## src/rtl/ni_packet_tx.sv

```systemverilog
// Network-interface packetizer: wraps a core message into HEAD/BODY/TAIL ring flits.
// Optional TX_CHECKSUM_EN adds a body XOR checksum and flit count to the TAIL.
module ni_packet_tx #(
  parameter logic [1:0]  NODE_ID = 2'b00,
  parameter int unsigned MAX_LEN = 32
) (
  input  logic        clk,
  input  logic        rst,
  input  logic        msg_valid,
  output logic        msg_ready,
  input  logic [1:0]  msg_dest,
  input  logic [5:0]  msg_len,
  input  logic        data_valid,
  output logic        data_ready,
  input  logic [31:0] data_in,
  input  logic        full,
  input  logic        do_not_send,
  output logic [47:0] flit_out,
  output logic        flit_valid,
  output logic        busy,
  output logic        pkt_sent
);

  typedef enum logic [1:0] {IDLE, HEAD, BODY, TAIL} state_t;

  localparam logic [5:0] MAX_LEN6 = 6'(MAX_LEN);

  state_t      state, state_next;
  logic [1:0]  dest_q;
  logic [5:0]  len_q;
  logic [5:0]  count_q;
  logic        slot_tail;
  logic        accept;
  logic        slot_free;
  logic        hdr_take;
  logic        load_head, load_body, load_tail;
  logic [5:0]  len_clamped;
  logic [47:0] head_flit, body_flit, tail_flit;

  assign accept      = flit_valid & ~full & ~do_not_send;
  assign slot_free   = ~flit_valid | accept;
  assign busy        = (state != IDLE) | flit_valid;
  assign hdr_take    = msg_valid & msg_ready;
  assign len_clamped = (msg_len > MAX_LEN6) ? MAX_LEN6 : msg_len;
  assign body_flit   = {8'h00, 2'b00, count_q, data_in};

`ifdef TX_CHECKSUM_EN
  logic [7:0] csum_q;

  assign head_flit = {6'b101111, dest_q, NODE_ID, len_q, 1'b1, 31'd0};
  // count_q equals the number of body flits at the moment TAIL is loaded
  assign tail_flit = {8'hFF, csum_q, 26'd0, count_q};

  always_ff @(posedge clk or negedge rst) begin
    if (!rst) begin
      csum_q <= '0;
    end else if (load_head) begin
      csum_q <= '0;
    end else if (load_body) begin
      csum_q <= csum_q ^ data_in[31:24] ^ data_in[23:16] ^ data_in[15:8] ^ data_in[7:0];
    end
  end
`else
  assign head_flit = {6'b101111, dest_q, NODE_ID, len_q, 32'd0};
  assign tail_flit = {8'hFF, 40'd0};
`endif

  always_comb begin
    state_next = state;
    msg_ready  = 1'b0;
    data_ready = 1'b0;
    load_head  = 1'b0;
    load_body  = 1'b0;
    load_tail  = 1'b0;
    case (state)
      IDLE: begin
        msg_ready = rst & slot_free;
        if (msg_valid & msg_ready) state_next = HEAD;
      end
      HEAD: begin
        if (slot_free) begin
          load_head  = 1'b1;
          state_next = (len_q != 6'd0) ? BODY : TAIL;
        end
      end
      BODY: begin
        data_ready = rst & slot_free;
        if (data_valid & data_ready) begin
          load_body = 1'b1;
          if (count_q + 6'd1 == len_q) state_next = TAIL;
        end
      end
      TAIL: begin
        if (slot_free) begin
          load_tail  = 1'b1;
          state_next = IDLE;
        end
      end
      default: state_next = IDLE;
    endcase
  end

  always_ff @(posedge clk or negedge rst) begin
    if (!rst) begin
      state      <= IDLE;
      flit_out   <= '0;
      flit_valid <= 1'b0;
      pkt_sent   <= 1'b0;
      count_q    <= '0;
      dest_q     <= '0;
      len_q      <= '0;
      slot_tail  <= 1'b0;
    end else begin
      state    <= state_next;
      pkt_sent <= accept & slot_tail;
      if (hdr_take) begin
        dest_q <= msg_dest;
        len_q  <= len_clamped;
      end
      if (load_head) begin
        flit_out   <= head_flit;
        flit_valid <= 1'b1;
        slot_tail  <= 1'b0;
      end else if (load_body) begin
        flit_out   <= body_flit;
        flit_valid <= 1'b1;
        slot_tail  <= 1'b0;
        count_q    <= count_q + 6'd1;
      end else if (load_tail) begin
        flit_out   <= tail_flit;
        flit_valid <= 1'b1;
        slot_tail  <= 1'b1;
        count_q    <= '0;
      end else if (accept) begin
        flit_valid <= 1'b0;
        slot_tail  <= 1'b0;
      end
    end
  end

endmodule

```

## config.mk

```make
export PLATFORM = sky130hd
export DESIGN_NAME = ni_packet_tx
export DESIGN_NICKNAME = d
export VERILOG_FILES = /design/src/rtl/ni_packet_tx.sv
export SDC_FILE = /design/constraint.sdc
export NUM_CORES = 1
export LEC_CHECK = 0
export ABC_AREA = 1
export CELL_PAD_IN_SITES_DETAIL_PLACEMENT = 2
export CELL_PAD_IN_SITES_GLOBAL_PLACEMENT = 2
export CORE_UTILIZATION = 27
export CTS_CLUSTER_DIAMETER = 50
export DETAILED_ROUTE_END_ITERATION = 10
export GPL_ROUTABILITY_DRIVEN = 1
export PLACE_DENSITY_LB_ADDON = 0.08
export SLEW_MARGIN = 20
export SYNTH_ARGS = -nofsm -noshare
export SYNTH_HDL_FRONTEND = slang
export SYNTH_SLANG_ARGS = --single-unit
```

## constraint.sdc

```tcl
create_clock -name clk -period 1.8 [get_ports clk]
set_input_delay 0.36 -clock clk [delete_from_list [all_inputs] [get_ports clk]]
set_output_delay 0.36 -clock clk [all_outputs]
set_load 0.01 [all_outputs]
```

After elaboration in Yosys (flattened, before gate mapping)
Index checks and enable logic that the tools add are counted.
{"block": "totals", "mem_bits_ro": 0, "latch_bits": 0, "register_bits": 67, "mem_count": 0, "out_inout_bits": 53, "ram_bits": 0}
{"block": "op_classes", "div_mod_pow": 0, "n_mux": 26, "shift": 0, "multipliers": 0, "eq_ne": 9, "magnitude_cmp": 1, "add_sub_neg": 1, "bitwise": 13, "n_reduce_logical": 8}
{"cell": "2-to-1 mux 48 bit", "n": 3}
{"cell": "2-to-1 mux 6 bit", "n": 3}
{"cell": "2-to-1 mux 1 bit", "n": 14}
{"cell": "2-to-1 mux 2 bit", "n": 5}
{"cell": "inequality test 2 bit, second input constant", "n": 5}
{"cell": "case mux 2 bit (4 select lines)", "n": 1}
{"cell": "bitwise AND 1 bit", "n": 7}
{"cell": "adder 6 x 1 -> 6 bit, second input constant", "n": 1}
{"cell": "equality test 6 bit", "n": 1}
{"cell": "greater-than comparator 6 bit, second input constant", "n": 1}
{"cell": "nonzero test 6 bit", "n": 1}
{"cell": "AND reduction 5 bit", "n": 1}
{"cell": "equality test 2 bit, second input constant", "n": 2}
{"cell": "NOT 1 bit", "n": 4}
{"cell": "nonzero test 2 bit", "n": 2}
{"cell": "nonzero test 4 bit", "n": 1}
{"cell": "nonzero test 3 bit", "n": 1}
{"cell": "equality test 2 x 1 -> 1 bit, second input constant", "n": 1}
{"cell": "zero test 2 bit", "n": 1}
{"cell": "OR 1 bit", "n": 2}
{"cell": "AND reduction 2 bit", "n": 1}

Longest topological paths before layout
Gate-level depths: netlist (run 1).
{"block": "depth", "depth_word": 10, "depth_mapped": 13, "ltp_nobuf": 13}

Worst setup path before layout (run 1)
OpenSTA, ideal clock, no wires.
{"block": "synth_timing", "path_kind": "reg2reg", "startpoint": "reg state[0]", "endpoint": "reg flit_out[10]", "t_arrival_ps": 1417, "synth_period_minus_slack_ps": 1538, "setup_time_ps": 121, "path_stages_with_launch": 10, "setup_slack_ps": 262, "n_path_buf": 1, "path_cell_list": "dfrtp_1 inv_1 ha_1 inv_1 nor2_4 nand2_2 nand2_2 inv_2 buf_6 a22o_1"}
{"block": "synth_between", "elab_chain_cells": 4, "word_cells_on_any_way": 9, "cone_classes": "eq/ne: 3; mux: 5; reduce/logical: 1"}
{"element": "start: declaration", "line_no": "28", "text": "state_t state, state_next;"}
{"element": "start signal: assignment", "line_no": "114", "text": "state <= state_next;"}
{"element": "equality test 2 bit", "line_no": "75", "text": "case (state)"}
{"element": "2-to-1 mux 1 bit", "line_no": "75"}
{"element": "2-to-1 mux 48 bit", "line_no": "124", "text": "end else if (load_body) begin"}
{"element": "2-to-1 mux 48 bit", "line_no": "120", "text": "if (load_head) begin"}
{"element": "end signal: assignment", "line_no": "121", "text": "flit_out <= head_flit;"}
{"element": "end signal: assignment", "line_no": "125", "text": "flit_out <= body_flit;"}
{"element": "end signal: assignment", "line_no": "130", "text": "flit_out <= tail_flit;"}
{"element": "end: declaration", "line_no": "18", "text": "output logic [47:0] flit_out,"}
Several ways; a longest one is shown, not always the timed one.
A chain may end at the register's enable or synchronous reset.

Worst setup path after layout (run 1)
{"block": "layout_timing", "startpoint": "reg flit_out[45]", "endpoint": "out flit_out[45]"}
No word-level cell between the ends.

==> results of run 1 <==
## worst max path at each step
| stage | start | to | slack [ns] |
|---|---|---|---|
| after floorplan | state[0] | flit_out[10] | 0.26 |
| after global placement | do_not_send | msg_ready | -0.32 |
| after detailed placement | do_not_send | data_ready | -0.34 |
| after CTS | state[0] | msg_ready | 0.002 |
| after global routing | count_q[0] | state[0] | -0.04 |
| final | flit_out[45] | flit_out[45] | 0.05 |
## routing by layer
layer  up-vias  global-route usage [%]
met5         -                       0
li1       1155                       -
met3         8                    5.85
met2        74                    29.0
met1      1226                    21.5
met4         0                    4.44
## registers in the layout, indices dropped and copies added, names as in the netlist
register / cells
flit_valid: 1
pkt_sent: 1
state: 2
len_q: 6
count_q: 6
dest_q: 2
flit_out: 42
slot_tail: 1
## worst register-to-register path: cells and delay by family, from the launching register on
family	cells	cell delay, ns
AOI/OAI and AO/OA	1	0.19
adders and majority gates	1	0.14
buffers and inverters	5	0.59
DFF	1	0.41
and+or+nand+nor	3	0.27
## cells in the mapped netlist, drive strengths merged
cell	instances	area, um^2
o31ai	1	7.51
nand2	63	251
nor2	14	82.6
a21oi	5	32.5
inv	29	109
ha	6	75.1
a22o	32	280
o221ai	5	43.8
buf	15	140
nor3	1	5.00
nor4	1	6.26
o22ai	3	18.8
o21ai	10	61.3
dfrtp	61	1530
nand4	3	18.8
o211ai	2	20.0
nand3	17	85.1
conb	1	3.75
## what timing repair did
action,CTS,global route
setup endpoints to repair,3,40
cloned,0,2
pin swaps,1,0
setup buffers,2,0
resized for setup,12,13
hold buffers,0,0
## kinds of logic after synthesis
group	share of synthesized area, %
and+or+nand+nor	16.2
other	0.135
adders and majority gates	2.71
buffers and inverters	9.00
DFF	55.2
AOI/OAI and AO/OA	16.8
## through the flow
stage	area, um^2	setup WS (ns)	utilization, %	power (mW)
finish	4290	0.0458	43.5	7.03
global route	4290	-0.0374	43.5	7.53
CTS	4230	0.00227	42.9	6.91
detailed placement	3970	-0.341	40.3	5.33
global placement	3970	-0.320	40.3	5.21
floorplan	2770	0.262	-	3.78
## final cells by class
| type | instances | area (um^2) | share of cell area (%) |
|---|---|---|---|
| Timing Repair Buffer | 124 | 1220 | 28.4 |
| Clock buffer | 10 | 128 | 2.97 |
| Inverter | 29 | 114 | 2.65 |
| Clock inverter | 6 | 111 | 2.59 |
| Tap cell | 133 | 166 | 3.88 |
| Sequential cell | 61 | 1530 | 35.6 |
| Multi-Input combinational cell | 165 | 1030 | 23.9 |
## power by group
part / switching (mW) / internal (mW)
combinational: 1.64 / 1.70
sequential: 0.326 / 1.86
clock: 0.577 / 0.920
==> results_dict.tcl, run 1 <==
set metrics [dict create \
    grt.overflow.total 0 \
    core_area_mm2 0.00986 \
    holdCritPathClass "in -> async" \
    syn_inst 269 \
    num-fill-cells 1047 \
    end_kind "output pin" \
    rsz0062_at_grt "yes" \
    firstDrtPassIters 4 \
    setup_viol_count_final 0 \
    insertion_delay_ns 0.34 \
    cp_slowest_cell "clkdlybuf4s50_1" \
    ys_seq_area_share_pct 55.2 \
    min_period_over_period_pct 97.5 \
    htreeDepth 3 \
    wl_per_cell_um 17.3 \
    grt_usage_pct 17.3 \
    hpwl_um 6480 \
    antenna_found_initial 0 \
    avgSynthCellArea_um2 10.3 \
    die-area_mm2 0.0107 \
    final_common_cell "clkdlybuf4s50_1" \
    layout.cells.non_filler 528 \
    power_density_mw_per_mm2 1640 \
    ir_worst_vdd_uv 473 \
    critPathBufInv 1 \
    io_pins 99 \
    arrival_ns 1.39 \
    hold_slack_ns 0.188 \
    grt_pass1_wl_um 13700 \
    met3WireLength_um 586 \
    syn_to_final_growth_pct 55.1 \
    yosysWarnings 0 \
    routed.top_layer "met4" \
    r2r_cells 10 \
    crit_required_ns 1.44 \
    min_period_ns 1.75 \
    ant_nets 0 \
    wl_met1_um 4200 \
    num_vias 2463 \
    layout_common_cells "clkdlybuf4s50_1 (90), dfrtp_1 (61), nand2_1 (57)" \
    nets 442 \
    fin_tns_setup_ns 0 \
    crit_chain "clkdlybuf4s50_1" \
    finalHoldViolations 0 \
    ys_ff_latch 61 \
    cts_tree "done" \
    critical_path_class "reg -> out" \
    cp_max_fo 6 \
    grt_max_degree 38 \
    first_global_vias 2630 \
    outcome "finished, final reports clean" \
    fmax_ghz 0.570 \
    cts_sinks 61 \
    num_antenna_cells 0 \
    cts-root-buf "clkbuf_8" \
    r2r_start "state[1]" \
    vias_per_cell 4.66 \
    netlist-cell-type-count 28 \
    drc 0 \
    port_buffers 96 \
    cp_slowest_stage_delay_ns 0.60 \
    cp-start-kind "flip-flop" \
    r2r_slack_ns 0.09 \
    numCtsBuffers 9 \
    clock_skew_ns 0.00767 \
    dr_wl_met2_um 4280 \
    die_w_um 103 \
    std_cell_rows 36 \
    crit_family "buffers and inverters" \
    place_inst 508 \
    clockBufferDepth 2 \
    routed_wl_um 9160 \
    globalplace.congestion 0.747 \
    syn_area_mm2 0.00277 \
    dr.first_iter.drc_count 51 \
    drv_cap 0 \
    cp.depth 1 \
    drv_slew 0 \
    total_leakage_power_nw 1.98 \
    initial_utilization_pct 28.1 \
    r2r_end "flit_out[0]" \
    clkSlewWorstSetupHoldPaths_ns 0.07 \
    die_h_um 103 \
    drive_gt1_share_pct 17.7 \
]
No activity file was read; power rests on OpenSTA's default activity.
==> run 2, diff against run 1 <==
--- a/config.mk
+++ b/config.mk
@@ -12,6 +12,7 @@
 export CTS_CLUSTER_DIAMETER = 50
 export DETAILED_ROUTE_END_ITERATION = 10
 export GPL_ROUTABILITY_DRIVEN = 1
+export GPL_TIMING_DRIVEN = 0
 export PLACE_DENSITY_LB_ADDON = 0.08
 export SLEW_MARGIN = 20
 export SYNTH_ARGS = -nofsm -noshare
==> run 2 against run 1 <==
Effect of this change:
- non-clock buffer count rose by 2
- clock power fell by 24%
- clock skew rose by 0.00055 ns
- hold slack got worse by 0.080 ns
- wire length rose by 0.49%
- combinational power barely moved
- utilization rose by 0.34 points
- cell area rose by 0.79%
- die area did not move
- clock-buffer cell count rose by 3
- critical endpoint is now data_ready
==> results_dict.tcl, run 2 (same netlist as run 1, synthesis figures left out) <==
set metrics [dict create \
    cp_max_fo 4 \
    cts-root-buf "clkbuf_8" \
    internal_power_mw 4.14 \
    grt.overflow.total 0 \
    crit_required_ns 1.44 \
    first_global_vias 2613 \
    setup_viol_count_final 0 \
    swShare_pct 38.4 \
    max_slew.worst_pin.slew_ns 0.830 \
    drc 0 \
    stdcell_area_mm2 0.00433 \
    fmax_ghz 0.576 \
    critical_path_class "reg -> out" \
    pwr-share-clk_pct 17.0 \
    min_period_over_period_pct 96.4 \
    holdCritPathClass "in -> async" \
    total_leakage_power_nw 1.97 \
    layout_common_cells "clkdlybuf4s50_1 (86), dfrtp_1 (57), nand2_1 (54)" \
    power.combinational.fraction_pct 50.2 \
    min_period_ns 1.73 \
    htreeDepth 3 \
    clock_skew_ns 0.00822 \
    grt_usage_pct 17.9 \
    top_register "flit_out" \
    die_h_um 103 \
    end_kind "output pin" \
    numCtsBuffers 9 \
    std_cell_rows 36 \
    largestRegisters "flit_out: 42 flops, count_q: 6 flops, len_q: 6 flops" \
    globalplace.congestion 0.749 \
    slew_headroom_pct 44.5 \
    io_pins 99 \
    power.net_switching_mw 2.58 \
    die-area_mm2 0.0107 \
    hpwl_um 6480 \
    r2r_end "flit_out[16]" \
    finalHoldViolations 0 \
    grt_max_degree 35 \
    routed_wl_um 9200 \
    clkSlewWorstSetupHoldPaths_ns 0.07 \
    nets 444 \
    port_buffers 96 \
    initial_utilization_pct 28.1 \
    num_vias 2491 \
    dr.first_iter.drc_count 67 \
    cts_sinks 61 \
    drv_cap 0 \
    core_area_mm2 0.00986 \
    drive_gt1_share_pct 18.9 \
    ir_worst_vdd_uv 508 \
    vias_per_cell 4.70 \
    drv_slew 0 \
    r2r_slack_ns 0.09 \
    final_common_cell "clkdlybuf4s50_1" \
    cp-start-kind "flip-flop" \
    hold_slack_ns 0.108 \
    p_seq_share_pct 32.8 \
    r2r_start "state[0]" \
    place_area_mm2 0.00392 \
    die_w_um 103 \
    firstDrtPassIters 4 \
    largest_reg_flops 42 \
    outcome "finished, final reports clean" \
    arrival_ns 1.37 \
    antenna_found_initial 0 \
    ant_nets 0 \
    power_density_mw_per_mm2 1550 \
    wl_per_cell_um 17.4 \
    r2r_cells 9 \
    grt_pass1_wl_um 14100 \
    insertion_delay_ns 0.34 \
    num_antenna_cells 0 \
    fin_util_pct 43.9 \
    clockBufferDepth 2 \
    syn_to_final_growth_pct 56.3 \
    cts_tree "done" \
]
[run 2: cell count changes in the layout (fill, tap and decap cells not counted), sizes merged]
cell	delta
clkinvlp	+1
clkinv	-1
buf	+2
dlygate4sd3	+2
clkdlybuf4s50	-4
bufinv	-3
dlygate4sd2	+1
dlymetal6s2s	+4
[run 2: what timing repair did]
action                                 4_1_cts  5_1_grt
endpoints found under the hold margin       17        0
cloned                                       0        1
setup endpoints to repair                   59       47
hold buffers                                 3        0
resized for setup                           18       25
pin swaps                                    1        8
buffers inserted                             9        2
[run 2: how the worst max path moves through the flow]
stage | cells past startpoint | startpoint | endpoint | slack, ns
4_1_cts | 13 | count_q[1] | state[0] | 0.005
3_3_place_gp | 4 | rst | data_ready | -2.53
5_1_grt | 10 | state[0] | count_q[1] | -0.03
3_5_place_dp | 10 | do_not_send | len_q[3] | -0.51
2_1_floorplan | 9 | state[0] | flit_out[10] | 0.26
6_report | 5 | state[0] | data_ready | 0.07
[run 2: worst max-delay path, cell delays in order (launching register included)]
cell	delay (ns)
dfrtp_2	0.45
inv_4	0.09
ha_2	0.18
inv_1	0.07
nor2_4	0.13
buf_6	0.11
[run 2: layer usage]
| metal | part of all wire, % | track usage (%) |
|---|---|---|
| met5 | 0 | 0 |
| met3 | 6.5 | 4.57 |
| met1 | 43 | 22.3 |
| met4 | 1.5 | 6.50 |
| met2 | 49 | 30.3 |
[run 2: stage by stage]
step	power, mW	std cells	setup slack (ns)	TNS (ns)
global route	7.24	530	-0.0308	-0.0496
floorplan	3.78	270	0.262	0
finish	6.72	530	0.0650	0
detailed placement	5.24	500	-0.506	-23.70
CTS	6.60	528	0.00455	0
global placement	5.13	499	-2.53	-261.84
[run 2: power groups by stage]
stage          clock network, mW  registers (mW)  logic [mW]
6_report                    1.14            2.21        3.37
5_1_grt                     1.23            2.27        3.73
4_1_cts                     1.18            2.20        3.23
3_5_place_dp                   0            2.24        3.00
3_3_place_gp                   0            2.21        2.92
2_1_floorplan                  0            2.32        1.46
[run 2: area by class of cell]
class / count / area [um^2]
clock buffers: 13 / 159
well taps: 133 / 166
multi-input cells: 165 / 1050
repair buffers: 111 / 1130
plain buffers: 15 / 148
flip-flops and latches: 61 / 1530
clock inverters: 3 / 20.0
inverters: 29 / 116
fillers: 1031 / 5540
